File: config.mk
export PLATFORM = sky130hd
export DESIGN_NAME = imm_decode_ctrl
export DESIGN_NICKNAME = d
export VERILOG_FILES = /design/src/rtl/imm_decode_ctrl_pkg.sv /design/src/rtl/imm_extender.sv /design/src/rtl/imm_opcode_decode.sv /design/src/rtl/imm_decode_ctrl.sv
export SDC_FILE = /design/constraint.sdc
export NUM_CORES = 1
export LEC_CHECK = 0
export BUFFER_PORTS_ARGS = -buffer_cell sky130_fd_sc_hd__buf_4
export CORE_UTILIZATION = 55
export CTS_CLUSTER_SIZE = 8
export DETAILED_ROUTE_END_ITERATION = 7
export PLACE_DENSITY_LB_ADDON = 0.08
export SYNTH_ARGS = -nofsm -noshare
export SYNTH_HDL_FRONTEND = slang
export SYNTH_SLANG_ARGS = --single-unit
export TNS_END_PERCENT = 10
File: constraint.sdc
create_clock -name clk -period 5 [get_ports clk]
set_input_delay 0.75 -clock clk [delete_from_list [all_inputs] [get_ports clk]]
set_output_delay 0.75 -clock clk [all_outputs]
set_load 0.01 [all_outputs]
File: src/rtl/imm_decode_ctrl_pkg.sv
`default_nettype none
// ============================================================================
//  Package     : imm_pkg
//  Description : Immediate format codes, opcode constants and the buffered
//                entry record shared by the ID-stage immediate sequencer.
//  Revision    : 1.0 - initial release
// ============================================================================
package imm_pkg;

    typedef enum logic [2:0] {
        IMM_I    = 3'b000,
        IMM_S    = 3'b001,
        IMM_B    = 3'b010,
        IMM_J    = 3'b011,
        IMM_U    = 3'b100,
        IMM_NONE = 3'b111
    } imm_type_t;

    localparam logic [6:0] OP_IMM = 7'b0010011;
    localparam logic [6:0] LOAD   = 7'b0000011;
    localparam logic [6:0] JALR   = 7'b1100111;
    localparam logic [6:0] STORE  = 7'b0100011;
    localparam logic [6:0] BRANCH = 7'b1100011;
    localparam logic [6:0] JAL    = 7'b1101111;
    localparam logic [6:0] LUI    = 7'b0110111;
    localparam logic [6:0] AUIPC  = 7'b0010111;
    localparam logic [6:0] OP     = 7'b0110011;
    localparam logic [6:0] SYSTEM = 7'b1110011;

    typedef struct packed {
        logic [31:0] pc;
        logic [31:0] instr;
        logic [31:0] imm;
        imm_type_t   imm_type;
        logic        illegal;
    } entry_t;

    localparam entry_t ENTRY_RESET = '{
        pc:       32'h0,
        instr:    32'h0,
        imm:      32'h0,
        imm_type: IMM_NONE,
        illegal:  1'b0
    };

endpackage : imm_pkg
`default_nettype wire

File: src/rtl/imm_extender.sv
`default_nettype none
// ============================================================================
//  Module      : imm_extender
//  Description : Shared combinational immediate extender (RV32 I/S/B/J/U).
//  Revision    : 1.0 - initial release
// ============================================================================
module imm_extender
    import imm_pkg::*;
(
    input  logic [31:7] instr,
    input  imm_type_t   imm_type,
    output logic [31:0] imm
);

    always_comb begin
        imm = 32'h0;
        case (imm_type)
            IMM_I: imm = {{20{instr[31]}}, instr[31:20]};
            IMM_S: imm = {{20{instr[31]}}, instr[31:25], instr[11:7]};
            IMM_B: imm = {{19{instr[31]}}, instr[31], instr[7], instr[30:25],
                          instr[11:8], 1'b0};
            IMM_J: imm = {{11{instr[31]}}, instr[31], instr[19:12], instr[20],
                          instr[30:21], 1'b0};
            IMM_U: imm = {instr[31:12], 12'h000};
            default: imm = 32'h0;
        endcase
    end

endmodule : imm_extender
`default_nettype wire

File: src/rtl/imm_opcode_decode.sv
`default_nettype none
// ============================================================================
//  Module      : imm_opcode_decode
//  Description : Combinational opcode classifier -> immediate format + illegal.
//  Revision    : 1.0 - initial release
// ============================================================================
module imm_opcode_decode
    import imm_pkg::*;
(
    input  logic [6:0] opcode,
    output imm_type_t  imm_type,
    output logic       illegal
);

    always_comb begin
        imm_type = IMM_NONE;
        illegal  = 1'b0;
        case (opcode)
            OP_IMM, LOAD, JALR: imm_type = IMM_I;
            STORE:              imm_type = IMM_S;
            BRANCH:             imm_type = IMM_B;
            JAL:                imm_type = IMM_J;
            LUI, AUIPC:         imm_type = IMM_U;
            OP, SYSTEM:         imm_type = IMM_NONE;
            default:            illegal  = 1'b1;
        endcase
    end

endmodule : imm_opcode_decode
`default_nettype wire

File: src/rtl/imm_decode_ctrl.sv
`default_nettype none
// ============================================================================
//  Module      : imm_decode_ctrl
//  Description : ID-stage immediate sequencer with a 2-entry (main + skid)
//                elastic buffer, pipeline flush and saturating stall counter.
//  Revision    : 1.0 - initial release
// ============================================================================
module imm_decode_ctrl
    import imm_pkg::*;
#(
    parameter int XLEN  = 32,
    parameter int CNT_W = 16
) (
    input  logic             clk,
    input  logic             rst_n,
    input  logic             flush,
    input  logic             in_valid,
    output logic             in_ready,
    input  logic [XLEN-1:0]  in_instr,
    input  logic [XLEN-1:0]  in_pc,
    output logic             out_valid,
    input  logic             out_ready,
    output logic [XLEN-1:0]  out_instr,
    output logic [XLEN-1:0]  out_pc,
    output logic [XLEN-1:0]  out_imm,
    output logic [2:0]       out_imm_type,
    output logic             out_illegal,
    output logic [CNT_W-1:0] stall_cnt
);

    localparam logic [1:0] ST_EMPTY = 2'd0;
    localparam logic [1:0] ST_ONE   = 2'd1;
    localparam logic [1:0] ST_TWO   = 2'd2;

    localparam logic [CNT_W-1:0] c_cnt_one = {{(CNT_W-1){1'b0}}, 1'b1};

    logic [1:0]       r_state;
    logic [1:0]       w_state_nxt;
    logic             r_in_ready;
    entry_t           r_main;
    entry_t           r_skid;
    entry_t           w_new;
    logic [CNT_W-1:0] r_stall_cnt;

    imm_type_t        w_imm_type;
    logic             w_illegal;
    logic [31:0]      w_imm;

    logic             w_accept;
    logic             w_pop;
    logic             w_load_main_new;
    logic             w_load_main_skid;
    logic             w_load_skid;

    imm_opcode_decode u_opcode_decode (
        .opcode   (in_instr[6:0]),
        .imm_type (w_imm_type),
        .illegal  (w_illegal)
    );

    imm_extender u_imm_extender (
        .instr    (in_instr[31:7]),
        .imm_type (w_imm_type),
        .imm      (w_imm)
    );

    assign w_new = '{
        pc:       in_pc,
        instr:    in_instr,
        imm:      w_imm,
        imm_type: w_imm_type,
        illegal:  w_illegal
    };

    assign out_valid = (r_state != ST_EMPTY);
    assign in_ready  = r_in_ready;

    // An offer during flush is never taken, even if the buffer has room.
    assign w_accept  = in_valid & r_in_ready & ~flush;
    assign w_pop     = out_valid & out_ready;

    always_comb begin
        w_state_nxt      = r_state;
        w_load_main_new  = 1'b0;
        w_load_main_skid = 1'b0;
        w_load_skid      = 1'b0;
        case (r_state)
            ST_EMPTY: begin
                if (w_accept) begin
                    w_state_nxt     = ST_ONE;
                    w_load_main_new = 1'b1;
                end
            end
            ST_ONE: begin
                if (w_accept && w_pop) begin
                    w_load_main_new = 1'b1;
                end else if (w_accept) begin
                    w_state_nxt = ST_TWO;
                    w_load_skid = 1'b1;
                end else if (w_pop) begin
                    w_state_nxt = ST_EMPTY;
                end
            end
            ST_TWO: begin
                if (w_pop) begin
                    w_state_nxt      = ST_ONE;
                    w_load_main_skid = 1'b1;
                end
            end
            default: w_state_nxt = ST_EMPTY;
        endcase
        if (flush) begin
            w_state_nxt = ST_EMPTY;
        end
    end

    always_ff @(posedge clk or negedge rst_n) begin
        if (!rst_n) begin
            r_state    <= ST_EMPTY;
            r_in_ready <= 1'b1;
        end else begin
            r_state    <= w_state_nxt;
            r_in_ready <= (w_state_nxt != ST_TWO);
        end
    end

    always_ff @(posedge clk or negedge rst_n) begin
        if (!rst_n) begin
            r_main <= ENTRY_RESET;
            r_skid <= ENTRY_RESET;
        end else begin
            if (w_load_main_new) begin
                r_main <= w_new;
            end else if (w_load_main_skid) begin
                r_main <= r_skid;
            end
            if (w_load_skid) begin
                r_skid <= w_new;
            end else if (w_load_main_skid || flush) begin
                r_skid <= ENTRY_RESET;
            end
        end
    end

    // Counts back-pressure cycles; sticks at all-ones and survives flush.
    always_ff @(posedge clk or negedge rst_n) begin
        if (!rst_n) begin
            r_stall_cnt <= '0;
        end else if (out_valid && !out_ready && (r_stall_cnt != {CNT_W{1'b1}})) begin
            r_stall_cnt <= r_stall_cnt + c_cnt_one;
        end
    end

    assign out_instr    = r_main.instr;
    assign out_pc       = r_main.pc;
    assign out_imm      = r_main.imm;
    assign out_imm_type = r_main.imm_type;
    assign out_illegal  = r_main.illegal;
    assign stall_cnt    = r_stall_cnt;

endmodule : imm_decode_ctrl
`default_nettype wire
**Word-level counts from Yosys, hierarchy flattened**

Index checks and enable logic that the tools add are counted.

- Register bits after elaboration: 219
- Input port bits: 69
- Output and inout port bits: 118

- Add/sub/neg operators: 1
- Eq/ne operators: 18
- Multiplexer cells: 21
- Bitwise gates (word level): 4
- Reduce and logical (&&, ||, !) cells: 13

Operators by type and width:

| cell | number |
|---|---|
| $mux W100 | 4 |
| $pmux W32 S5 | 1 |
| $eq A7 B7 Y1 const B | 4 |
| $eq A7 B6 Y1 const B | 3 |
| $add A16 B1 Y16 const B | 1 |
| $ne A16 B16 Y1 const B | 1 |
| $pmux W3 S5 | 1 |
| $eq A7 B5 Y1 const B | 2 |
| $mux W2 | 6 |
| $reduce_or A10 Y1 | 1 |
| $eq A7 B2 Y1 const B | 1 |
| $mux W1 | 7 |
| $eq A3 B2 Y1 const B | 2 |
| $pmux W2 S3 | 1 |
| $reduce_bool A2 Y1 | 3 |
| $and A1 B1 Y1 | 3 |
| $eq A3 B1 Y1 const B | 1 |
| $eq A3 B3 Y1 const B | 1 |
| $logic_and A1 B1 Y1 | 3 |
| $logic_not A3 Y1 | 1 |
| $reduce_or A3 Y1 | 1 |
| $eq A2 B1 Y1 const B | 1 |
| $eq A2 B2 Y1 const B | 1 |
| $logic_not A2 Y1 | 1 |
| 6 further kinds | 6 |

**Logic depth before layout (Yosys ltp)**

Gate-level depths: netlist of run 1.

- Depth after elaboration: 8
- Gate-level depth with buffers: 7

**Modules after synthesis**

A second synthesis of run 1 with hierarchy kept.

- Cell total of the unflattened synthesis: 741
- Area total of the unflattened synthesis: 9424.0 µm²

By module, submodules not included:

| module | instances | cells an instance | area an instance (µm²) | sequential area each (µm²) |
|---|---|---|---|---|
| imm_decode_ctrl | 1 | 649 | 8807.2 | 5489.0 |
| imm_extender | 1 | 73 | 494.2 | 0.0 |
| imm_opcode_decode | 1 | 19 | 122.6 | 0.0 |

**Worst setup path before layout of run 1**

No wires, ideal clock.

- Path type: input to register
- From: input port flush
- To: register r_main (netlist bit out_imm[28])
- Arrival time: 1.970 ns
- Data required time: 4.854 ns
- Path slack: 2.885 ns
- Stages on the path: 6
- Path buffers: 3
- Path through: clkbuf_2 -> or4_1 -> buf_4 -> buf_2 -> nand3_1 -> nand4_1

- Longest elaborated chain between the ends: 6
- Elaborated cells on any way between the ends: 8
- Those cells by class: mux: 4; bitwise: 2; reduce/logical: 2

Ends and longest elaborated chain:

| element | line | RTL |
|---|---|---|
| from (decl) | imm_decode_ctrl.sv:16 | `input logic flush,` |
| $not A1 Y1 * | imm_decode_ctrl.sv:79 | `assign w_accept = in_valid & r_in_ready & ~flush;` |
| $and A1 B1 Y1 * | imm_decode_ctrl.sv:79 |  |
| $logic_and A1 B1 Y1 | imm_decode_ctrl.sv:95 | `if (w_accept && w_pop) begin` |
| $mux W1 | imm_decode_ctrl.sv:95 |  |
| $pmux W1 S2 * | imm_decode_ctrl.sv:87 | `case (r_state)` |
| $mux W100 or $reduce_bool A2 Y1 (tied branches) | -- |  |
| to (signal assigned) | imm_decode_ctrl.sv:133 | `r_main <= w_new;` |
| to (signal assigned) | imm_decode_ctrl.sv:135 | `r_main <= r_skid;` |
| to (decl) | imm_decode_ctrl.sv:40 | `entry_t r_main;` |

Every way passes the cells marked *; elsewhere a longest branch is shown, timed or not.
A chain may end at the register's enable or synchronous reset.

**Final worst setup path of run 1**

- From: register r_in_ready, in the netlist in_ready
- To: register r_skid[24] in the netlist's numbering

- Longest elaborated chain between the ends: 6
- Elaborated cells on any way between the ends: 8
- Those cells by class: mux: 4; bitwise: 2; reduce/logical: 2

Ends and longest elaborated chain:

| element | line | RTL |
|---|---|---|
| from (decl) | imm_decode_ctrl.sv:39 | `logic r_in_ready;` |
| from (signal assigned) | imm_decode_ctrl.sv:123 | `r_in_ready <= (w_state_nxt != ST_TWO);` |
| $and A1 B1 Y1 * (2 in series) | imm_decode_ctrl.sv:79 |  |
| $mux W1 or $logic_and A1 B1 Y1 (tied branches) | imm_decode_ctrl.sv:97, imm_decode_ctrl.sv:95 |  |
| $mux W1 * | imm_decode_ctrl.sv:95 |  |
| $mux W1 * | imm_decode_ctrl.sv:87 |  |
| $mux W100 or $reduce_bool A2 Y1 (tied branches) | -- |  |
| to (signal assigned) | imm_decode_ctrl.sv:138 | `r_skid <= w_new;` |
| to (decl) | imm_decode_ctrl.sv:41 | `entry_t r_skid;` |

Marked as above.

==> results.sh, run 1 <==
export IMPL_status="complete, no violations"
export IMPL_cts_htree_levels=1
export IMPL_power_leakage_nw=5.83
export IMPL_rsz0062_at_grt="no"
export IMPL_start_kind="flip-flop"
export IMPL_via_per_inst=5.83
export IMPL_ys_seq_elements=219
export IMPL_cp_required_ns=5.46
export IMPL_power_density_nw_per_um2=391
export IMPL_overflow=0
export IMPL_seq_area_frac_synth_pct=59.9
export IMPL_die_area_um2=17200
export IMPL_ys_flop_type="dfrtp_1"
export IMPL_syn_num_nets=923
export IMPL_seq_power_share_pct=44.8
export IMPL_skew_ns=0.0135
export IMPL_die_w_um=131
export IMPL_reg2reg_depth=6
export IMPL_clock_sinks=219
export IMPL_critPathArrivalTime_ns=3.29
export IMPL_peakVddDrop_v=0.000284
export IMPL_syn_area_um2=9170
export IMPL_synth_cell_types=56
export IMPL_avgRoutedWirePerCell_um=18.2
export IMPL_grt_max_degree=128
export IMPL_grt_pass1_vias=6960
export IMPL_dr_first_iter_drc_count=579
export IMPL_min_period_ns=2.83
export IMPL_tightest_slew_ns=1.14
export IMPL_p_int_w=0.00336
export IMPL_cpMaxStageDelayCell="buf_4"
export IMPL_rrSetupSlack_ns=2.17
export IMPL_finalSetupViolations=0
export IMPL_core_um2=16100
export IMPL_start_util_pct=57.1
export IMPL_drc_errors=0
export IMPL_crit_path_end_kind="flip-flop"
export IMPL_postCtsResizedCells=0
export IMPL_cts_setup_buffers=0
export IMPL_avgSynthCellArea_um2=10.7
export IMPL_synthArstFlopShare_pct=100
export IMPL_port_buffers=186
export IMPL_clk_path_buf_depth=3
export IMPL_hp_class="in -> async"
export IMPL_cp_top_family="simple AND/OR/NAND/NOR gates"
export IMPL_clock_power_share_pct=41.6
export IMPL_pwr_share_comb_pct=13.6
export IMPL_ios=187
export IMPL_ctsHoldBuffers=0
export IMPL_critPathMaxFanout=68
export IMPL_numCtsBuffers=31
export IMPL_r2r_start="in_ready$_DFF_PN1_"
export IMPL_grt_pass1_wl_mm=36.3
export IMPL_min_period_over_period_pct=56.7
export IMPL_relSlewSlack_pct=23.8
export IMPL_final_layout_size_suffix_gt1_share_pct=23.5
export IMPL_cts_tree="yes"
export IMPL_place_congestion=0.807
export IMPL_worstReg2RegEnd="r_skid[24]$_DFFE_PN0P_"
export IMPL_clock_latency_ns=0.54
export IMPL_crit_path_frequent_cell="nand2_1"
export IMPL_grtUsageTotal_pct=26.8
export IMPL_criticalPathCategory="reg -> reg"
export IMPL_synthCells=853
export IMPL_p_switching_w=0.00116
export IMPL_synthToLayoutAreaGrowth_pct=25.8
export IMPL_rows=46
export IMPL_dp_final_hpwl_mm=14.2
export IMPL_setup_tns_ns=0
export IMPL_yosysWarnings=0
export IMPL_max_freq_ghz=0.353
export IMPL_diodes=0
export IMPL_ant_nets=0
export IMPL_worst_path_largest_cell_delay_ns=0.66
export IMPL_drv_slew=0
export IMPL_vias=7360
export IMPL_die_h_um=131
export IMPL_cts_root_buffer="clkbuf_16"
export IMPL_antenna_found_initial=0
export IMPL_clkTransAtPathRegs_ns=0.05
export IMPL_fin_nets=1092
export IMPL_crit_buf_inv=1
export IMPL_synth_edff_count=0
export IMPL_drv_cap=0
export IMPL_path_cells="nand2_1 > nor4b_4 > buf_4 > nand2_1 > nor2_1 > a221o_1"
export IMPL_sw_frac_of_total_pct=25.6
export IMPL_finalHoldViolations=0
export IMPL_power_w=0.00451
export IMPL_firstDrtPassIters=5
export IMPL_drt_wl_total_mm=22.9
-- flip-flops by register name (all words and copies together) (netlist names) --
name / flops
out_instr: 32
out_pc: 32
r_state: 2
out_imm_type: 3
stall_cnt: 16
r_skid: 100
in_ready: 1
out_illegal: 1
out_imm: 32
-- logic make-up (layout without fill, tap and decap cells) --
kind of cell | Yosys count | after routing | synth area share [%]
and+or+nand+nor | 321 | 321 | 15.8
AOI/OAI and AO/OA | 228 | 228 | 19.3
DFF | 219 | 219 | 59.9
buffers and inverters | 67 | 260 | 3.25
xor gates and xnor gates | 14 | 14 | 1.34
muxes | 3 | 3 | 0.328
adders and majority gates | 1 | 1 | 0.136
-- power by group through the flow --
stage,sequential (W),clock (W),combinational (W)
final,0.00202,0.00188,0.000614
after global routing,0.00204,0.00199,0.000679
after CTS,0.00202,0.00190,0.000622
after detailed placement,0.00205,0,0.000616
after global placement,0.00205,0,0.000606
after floorplan,0.00209,0,0.000205
-- synth_stat cells (2+ instances only) --
master    count  area, um^2
a22o_1       65         569
a21oi_1      12        60.1
a31oi_1       7        43.8
inv_1         8        30.0
nand2_1     204         766
o21a_1        2        15.0
nand4_1      15        93.8
nand2b_1      3        18.8
xnor2_1       6        52.6
xor2_1        8        70.1
clkbuf_1     19        71.3
nor3_1        9        45.0
a22oi_1      62         465
or4_1         2        15.0
nor2_1       37         139
o22a_1        2        17.5
dfstp_2       7         184
o21ai_1       3        15.0
a211o_1       8        70.1
buf_1         7        26.3
dfrtp_1     212        5310
and2_1        6        37.5
a222oi_1      4        40.0
buf_2        30         150
nand3_1      17        85.1
a221o_1      23         230
mux2i_1       3        30.0
nor2_4        2        22.5
or2_2         2        12.5
nor2b_1       3        18.8
buf_4         2        15.0
and3b_1       4        35.0
o21ai_0      30         150
and3_1        7        43.8
-- worst max path at each step --
stage	depth (start not counted)	from	slack [ns]	to
finish	6	in_ready$_DFF_PN1_	2.17	r_skid[24]$_DFFE_PN0P_
global route	6	in_ready$_DFF_PN1_	1.99	r_skid[33]$_DFFE_PN0P_
CTS	6	in_ready$_DFF_PN1_	2.21	r_skid[24]$_DFFE_PN0P_
detailed placement	7	out_ready	1.85	r_skid[24]$_DFFE_PN0P_
global placement	7	out_ready	1.85	r_skid[31]$_DFFE_PN0P_
floorplan	6	flush	2.88	out_imm[28]$_DFFE_PN0P_
-- metrics by stage --
stage	instances	hold slack (ns)	setup WS (ns)	utilization [%]	instance area [um^2]
3_3_place_gp	1205	0.461	1.85	66.3	10700
6_report	1262	0.308	2.17	71.8	11500
3_5_place_dp	1205	0.464	1.85	66.3	10700
5_1_grt	1262	0.384	1.99	71.8	11500
4_1_cts	1262	0.364	2.21	71.8	11500
2_1_floorplan	853	0.445	2.88	-	9170
-- metal layers --
layer  routed length [um]  vias to the layer above  GRT usage [%]
met3                 1570                       25           4.71
met2                10900                      289           41.2
met1                10200                     3629           40.1
met5                    0                        -              0
met4                  269                        0           5.61
li1                     -                     3417              -
-- cell type report --
cell class              count  area [um^2]
clock buffers              55          866
clock inverters             2         16.3
fillers                  1221         4520
inverters                   8         30.0
multi-input cells         567         3390
flip-flops and latches    219         5490
well taps                 216          270
repair buffers            195         1470
-- layout by cell type, fill, tap and decap left out, types with 4 or more instances in the layout --
cell type    n
a211o_1      8
a21oi_1     12
a221o_1     23
a222oi_1     4
a22o_1      65
a22oi_1     62
a31oi_1      7
and2_1       6
and3_1       7
buf_4      194
clkbuf_1    24
clkbuf_16   31
dfrtp_1    212
dfstp_2      7
inv_1        8
nand2_1    204
nand3_1     17
nand4_1     15
nor2_1      36
nor3_1       9
o21ai_0     30
xnor2_1      6
xor2_1       8
Power figures use the tool's default switching activity.
==> run 2: changes to the inputs <==
- clock period: 5 -> 2.7 ns (I/O delays scaled with it)
==> results.sh, run 2 (same netlist as run 1, synthesis figures left out) <==
export IMPL_synthToLayoutAreaGrowth_pct=27.6
export IMPL_ios=187
export IMPL_clock_latency_ns=0.54
export IMPL_finalSetupViolations=0
export IMPL_layout_common_cells="dfrtp_1, nand2_1, buf_4, a22o_1, a22oi_1"
export IMPL_pwr_share_comb_pct=13.6
export IMPL_cp_required_ns=3.17
export IMPL_antenna_found_initial=0
export IMPL_diodes=0
export IMPL_clkTransAtPathRegs_ns=0.05
export IMPL_status="complete, no violations"
export IMPL_clock_sinks=219
export IMPL_gr_max_usage_layer="met2"
export IMPL_tightest_slew_ns=0.684
export IMPL_min_period_over_period_pct=79.7
export IMPL_largest_register="r_skid"
export IMPL_port_buffers=186
export IMPL_die_area_um2=17200
export IMPL_start_util_pct=57.1
export IMPL_critPathArrivalTime_ns=2.62
export IMPL_fin_nets=1103
export IMPL_final_layout_size_suffix_gt1_share_pct=24.2
export IMPL_numCtsBuffers=31
export IMPL_use_met3_pct=4.67
export IMPL_final_common_cell="dfrtp_1"
export IMPL_start_kind="flip-flop"
export IMPL_grt_met1_usage_pct=41.5
export IMPL_cts_setup_buffers=0
export IMPL_peakVddDrop_v=0.000550
export IMPL_finalHoldViolations=0
export IMPL_cts_root_buffer="clkbuf_16"
export IMPL_hp_class="in -> reg"
export IMPL_clk_path_buf_depth=3
export IMPL_min_period_ns=2.15
export IMPL_max_freq_ghz=0.465
export IMPL_ant_nets=0
export IMPL_critPathMaxFanout=37
export IMPL_drt_wl_total_mm=23.8
export IMPL_drc_errors=0
export IMPL_crit_path_end_kind="flip-flop"
export IMPL_grtUsageTotal_pct=28.4
export IMPL_sw_frac_of_total_pct=25.7
export IMPL_place_congestion=0.773
export IMPL_p_switching_w=0.00219
export IMPL_power_density_nw_per_um2=729
export IMPL_grt_pass1_vias=7188
export IMPL_gr_usage_met2_pct=44.6
export IMPL_firstDrtPassIters=5
export IMPL_cts_tree="yes"
export IMPL_clock_power_share_pct=42.4
export IMPL_ctsHoldBuffers=1
export IMPL_setup_tns_ns=0
export IMPL_drv_cap=0
export IMPL_vias=7517
export IMPL_regArea_um2=5490
export IMPL_criticalPathCategory="reg -> reg"
export IMPL_relSlewSlack_pct=54.2
export IMPL_cts_htree_levels=1
export IMPL_die_h_um=131
export IMPL_via_per_inst=5.90
export IMPL_dr_first_iter_drc_count=867
export IMPL_rsz0062_at_grt="no"
export IMPL_die_w_um=131
export IMPL_power_w=0.00852
export IMPL_dp_final_hpwl_mm=14.5
export IMPL_grt_max_degree=76
export IMPL_power_leakage_nw=5.92
export IMPL_fill_cells=1173
export IMPL_grt_pass1_wl_mm=38.1
export IMPL_fin_area_um2=11700
export IMPL_largest_reg_flops=100
export IMPL_p_int_w=0.00633
export IMPL_postCtsResizedCells=0
export IMPL_skew_ns=0.0168
export IMPL_drv_slew=0
export IMPL_fin_util_pct=72.8
export IMPL_seq_power_share_pct=43.9
export IMPL_dpl_cell_area_um2=10800
export IMPL_rows=46
export IMPL_avgRoutedWirePerCell_um=18.6
export IMPL_core_um2=16100
export IMPL_overflow=0
export IMPL_multi_input_area_um2=3390
## run 2: cell types whose count changed in the layout (fill, tap and decap cells not counted)
cell / delta
buf_4: +6
clkbuf_1: +1
dlygate4sd3_1: +1
bufinv_16: +1
buf_12: +4
clkinvlp_4: -1
## run 2: metrics by stage
step	hold WS (ns)	setup WS (ns)	instances
finish	0.0917	0.548	1274
global route	0.0963	0.437	1274
CTS	0.0794	0.555	1274
detailed placement	0.421	0.540	1215
global placement	0.420	0.550	1215
floorplan	0.109	0.816	853
## run 2: worst paths after layout
path / start / end / slack [ns] / cells past startpoint
max: in_ready$_DFF_PN1_ / out_imm[24]$_DFFE_PN0P_ / 0.55 / 6
min: in_pc[3] / out_pc[3]$_DFFE_PN0P_ / 0.09 / 3
max reg2reg: in_ready$_DFF_PN1_ / out_imm[24]$_DFFE_PN0P_ / 0.55 / 6
min reg2reg: out_pc[9]$_DFFE_PN0P_ / out_pc[9]$_DFFE_PN0P_ / 0.47 / 2
max in group asynchronous: rst_n / out_imm_type[0]$_DFFE_PN1P_ / 1.44 / 3
min in group asynchronous: rst_n / out_instr[16]$_DFFE_PN0P_ / 0.43 / 2
## run 2: critical path, stage by stage, from the launching register on
cell and delay, ns:
dfstp_2 0.52, nand2_1 0.18, or4_1 0.57, buf_4 0.29
nor2_4 0.31, nand2_1 0.11, nand4_1 0.10
## run 2: layout make-up
| type | count | share of cell area, % |
|---|---|---|
| tap | 216 | 2.31 |
| clock buffer | 56 | 7.44 |
| sequential | 219 | 46.9 |
| clock inverter | 2 | 0.332 |
| inverter | 8 | 0.257 |
| timing repair buffer | 206 | 13.7 |
| multi-input combinational | 567 | 29.0 |
## run 2: power groups by stage
stage | clock [W] | sequential [W] | combinational [W]
after floorplan | 0 | 0.00387 | 0.000381
final | 0.00362 | 0.00375 | 0.00116
after CTS | 0.00367 | 0.00374 | 0.00117
after global routing | 0.00380 | 0.00378 | 0.00129
after detailed placement | 0 | 0.00379 | 0.00116
after global placement | 0 | 0.00379 | 0.00114
## run 2: layer usage
metal | up-vias | share of wire, %
met1 | 3775 | 44
met5 | - | 0
met2 | 270 | 48
met4 | 0 | 1.7
li1 | 3439 | -
met3 | 33 | 6.3
==> run 3: changes to the inputs <==
- ABC_AREA: unset -> 1
- clock period: 2.7 -> 2.16 ns (I/O delays scaled with it)
==> results.sh, run 3 <==
export IMPL_synth_most_common_cell="nand2_1"
export IMPL_setup_ws_ns=0.253
export IMPL_fin_nets=1425
export IMPL_synth_cell_types=36
export IMPL_cts_tree="yes"
export IMPL_clock_power_share_pct=41.1
export IMPL_ant_nets=0
export IMPL_worst_path_largest_cell_delay_ns=0.53
export IMPL_fill_cells=1405
export IMPL_overflow=0
export IMPL_rows=48
export IMPL_critPathMaxFanout=26
export IMPL_crit_path_end_kind="flip-flop"
export IMPL_p_switching_w=0.00287
export IMPL_synth_edff_count=0
export IMPL_largest_reg_flops=100
export IMPL_max_freq_ghz=0.524
export IMPL_tightest_slew_ns=0.594
export IMPL_ys_seq_elements=219
export IMPL_numCtsBuffers=31
export IMPL_criticalPathCategory="in -> reg"
export IMPL_grt_max_degree=95
export IMPL_hp_class="in -> reg"
export IMPL_fin_util_pct=71.3
export IMPL_rrSetupSlack_ns=0.27
export IMPL_synthToLayoutAreaGrowth_pct=25.7
export IMPL_syn_area_um2=9890
export IMPL_port_buffers=186
export IMPL_clk_path_buf_depth=3
export IMPL_synth_top_area_share_pct=53.7
export IMPL_p_int_w=0.00803
export IMPL_seq_power_share_pct=43.4
export IMPL_clock_sinks=219
export IMPL_skew_ns=0.00851
export IMPL_drv_cap=0
export IMPL_status="complete, no violations"
export IMPL_cts_root_buffer="clkbuf_16"
export IMPL_power_w=0.0109
export IMPL_diodes=0
export IMPL_power_leakage_nw=6.19
export IMPL_place_congestion=0.838
export IMPL_die_area_um2=18500
export IMPL_stdcell_count=1604
export IMPL_core_um2=17400
export IMPL_yosysTopAreaCell="dfrtp_1"
export IMPL_synthArstFlopShare_pct=100
export IMPL_grtUsageTotal_pct=28.5
export IMPL_ios=187
export IMPL_peakVddDrop_v=0.000856
export IMPL_place_ws_ns=0.176
export IMPL_power_density_nw_per_um2=877
export IMPL_relSlewSlack_pct=60.3
export IMPL_firstDrtPassIters=6
export IMPL_clock_latency_ns=0.53
export IMPL_avgRoutedWirePerCell_um=16.0
export IMPL_pwr_share_comb_pct=15.5
export IMPL_grt_pass1_vias=8151
export IMPL_critPathArrivalTime_ns=2.37
export IMPL_die_h_um=136
export IMPL_drv_slew=0
export IMPL_die_w_um=136
export IMPL_finalSetupViolations=0
export IMPL_avgSynthCellArea_um2=8.43
export IMPL_drc_errors=0
export IMPL_yosysWarnings=0
export IMPL_cpMaxStageDelayCell="dlygate4sd3_1"
export IMPL_min_period_ns=1.91
export IMPL_final_layout_size_suffix_gt1_share_pct=20.2
export IMPL_antenna_found_initial=0
export IMPL_via_per_inst=5.31
export IMPL_sw_frac_of_total_pct=26.3
export IMPL_seq_area_frac_synth_pct=55.5
export IMPL_drt_wl_total_mm=25.7
export IMPL_ys_flop_type="dfrtp_1"
export IMPL_largest_register="r_skid"
export IMPL_clkTransAtPathRegs_ns=0.05
export IMPL_path_cells="dlygate4sd3_1 > buf_4 > inv_2 > nand3_2 > inv_2 > nand4_2 > nand3_2 > inv_4 > nand2_1 > nand2_1 > inv_1"
export IMPL_dr_first_iter_drc_count=591
export IMPL_vias=8510
export IMPL_cp_required_ns=2.62
export IMPL_rsz0062_at_grt="no"
export IMPL_min_period_over_period_pct=88.3
export IMPL_grt_pass1_wl_mm=41.6
export IMPL_start_kind="primary input"
export IMPL_cts_htree_levels=1
export IMPL_setup_tns_ns=0
export IMPL_synthCells=1172
export IMPL_finalHoldViolations=0
export IMPL_synth_common_cells="nand2_1, dfrtp_1, inv_1, o21ai_0, o211ai_1"
export IMPL_final_common_cell="nand2_1"
export IMPL_synth_area_top_cells="dfrtp_1, nand2_1, o21ai_0"
export IMPL_syn_num_nets=1242
export IMPL_dp_final_hpwl_mm=16.4
export IMPL_layout_common_cells="nand2_1, dfrtp_1, buf_4, inv_1, o21ai_0"
export IMPL_placed_cells=1542
export IMPL_start_util_pct=56.8
[run 3: kinds of logic (layout without fill, tap and decap cells)]
| group | after synthesis | in the layout | synth area share [%] |
|---|---|---|---|
| DFF | 219 | 219 | 55.5 |
| adders and majority gates | 1 | 1 | 0.127 |
| and+or+nand+nor | 548 | 548 | 22.4 |
| xor gates and xnor gates | 11 | 11 | 0.975 |
| AOI/OAI and AO/OA | 197 | 197 | 12.2 |
| buffers and inverters | 196 | 403 | 8.71 |
[run 3: path summary, 6_finish.rpt]
path,startpoint,endpoint,cells after the start
worst max-delay path,flush,r_skid[1]$_DFFE_PN1P_,11
worst min-delay path,in_pc[14],r_skid[82]$_DFFE_PN0P_,3
worst max register to register,in_ready$_DFF_PN1_,r_skid[9]$_DFFE_PN0P_,7
worst min register to register,r_skid[32]$_DFFE_PN0P_,r_skid[32]$_DFFE_PN0P_,2
max in group asynchronous,rst_n,r_skid[3]$_DFFE_PN1P_,3
min in group asynchronous,rst_n,stall_cnt[6]$_DFFE_PN0P_,2
[run 3: power by group through the flow]
stage	logic (W)	clock network (W)	registers [W]
final	0.00169	0.00448	0.00473
after global routing	0.00186	0.00471	0.00478
after CTS	0.00170	0.00455	0.00473
after detailed placement	0.00168	0	0.00479
after global placement	0.00166	0	0.00478
after floorplan	0.000632	0	0.00490
[run 3: worst max-delay path, delay by kind of cell]
| family | cells | cell delay [ns] |
|---|---|---|
| buf+inv | 6 | 1.22 |
| simple gates | 5 | 0.81 |
[run 3: area by class of cell]
class | instances | area, um^2 | share of cell area (%)
Clock inverter | 2 | 38.8 | 0.312
Tap cell | 225 | 282 | 2.27
Timing Repair Buffer | 210 | 1700 | 13.7
Inverter | 136 | 515 | 4.15
Multi-Input combinational cell | 757 | 3540 | 28.5
Clock buffer | 55 | 866 | 6.97
Sequential cell | 219 | 5490 | 44.2
[run 3: metal layers]
layer	routed length (um)	GRT usage, %	share of wire (%)
met3	2270	4.66	8.8
met1	11100	40.1	43
met2	11900	45.7	46
met4	435	7.78	1.7
met5	0	0	0
[run 3: per-stage QoR]
step	cell area, um^2	hold WS, ns
6_report	12400	0.0138
5_1_grt	12400	0.00833
4_1_cts	12400	0.0000601
3_5_place_dp	11500	0.275
3_3_place_gp	11500	0.272
2_1_floorplan	9890	0.0284
[run 3: timing repair]
item	4_1_cts	5_1_grt
setup endpoints to repair	0	10
resized for setup	0	2
hold buffers	5	0
hold endpoints to repair	52	0
buffers inserted	0	0
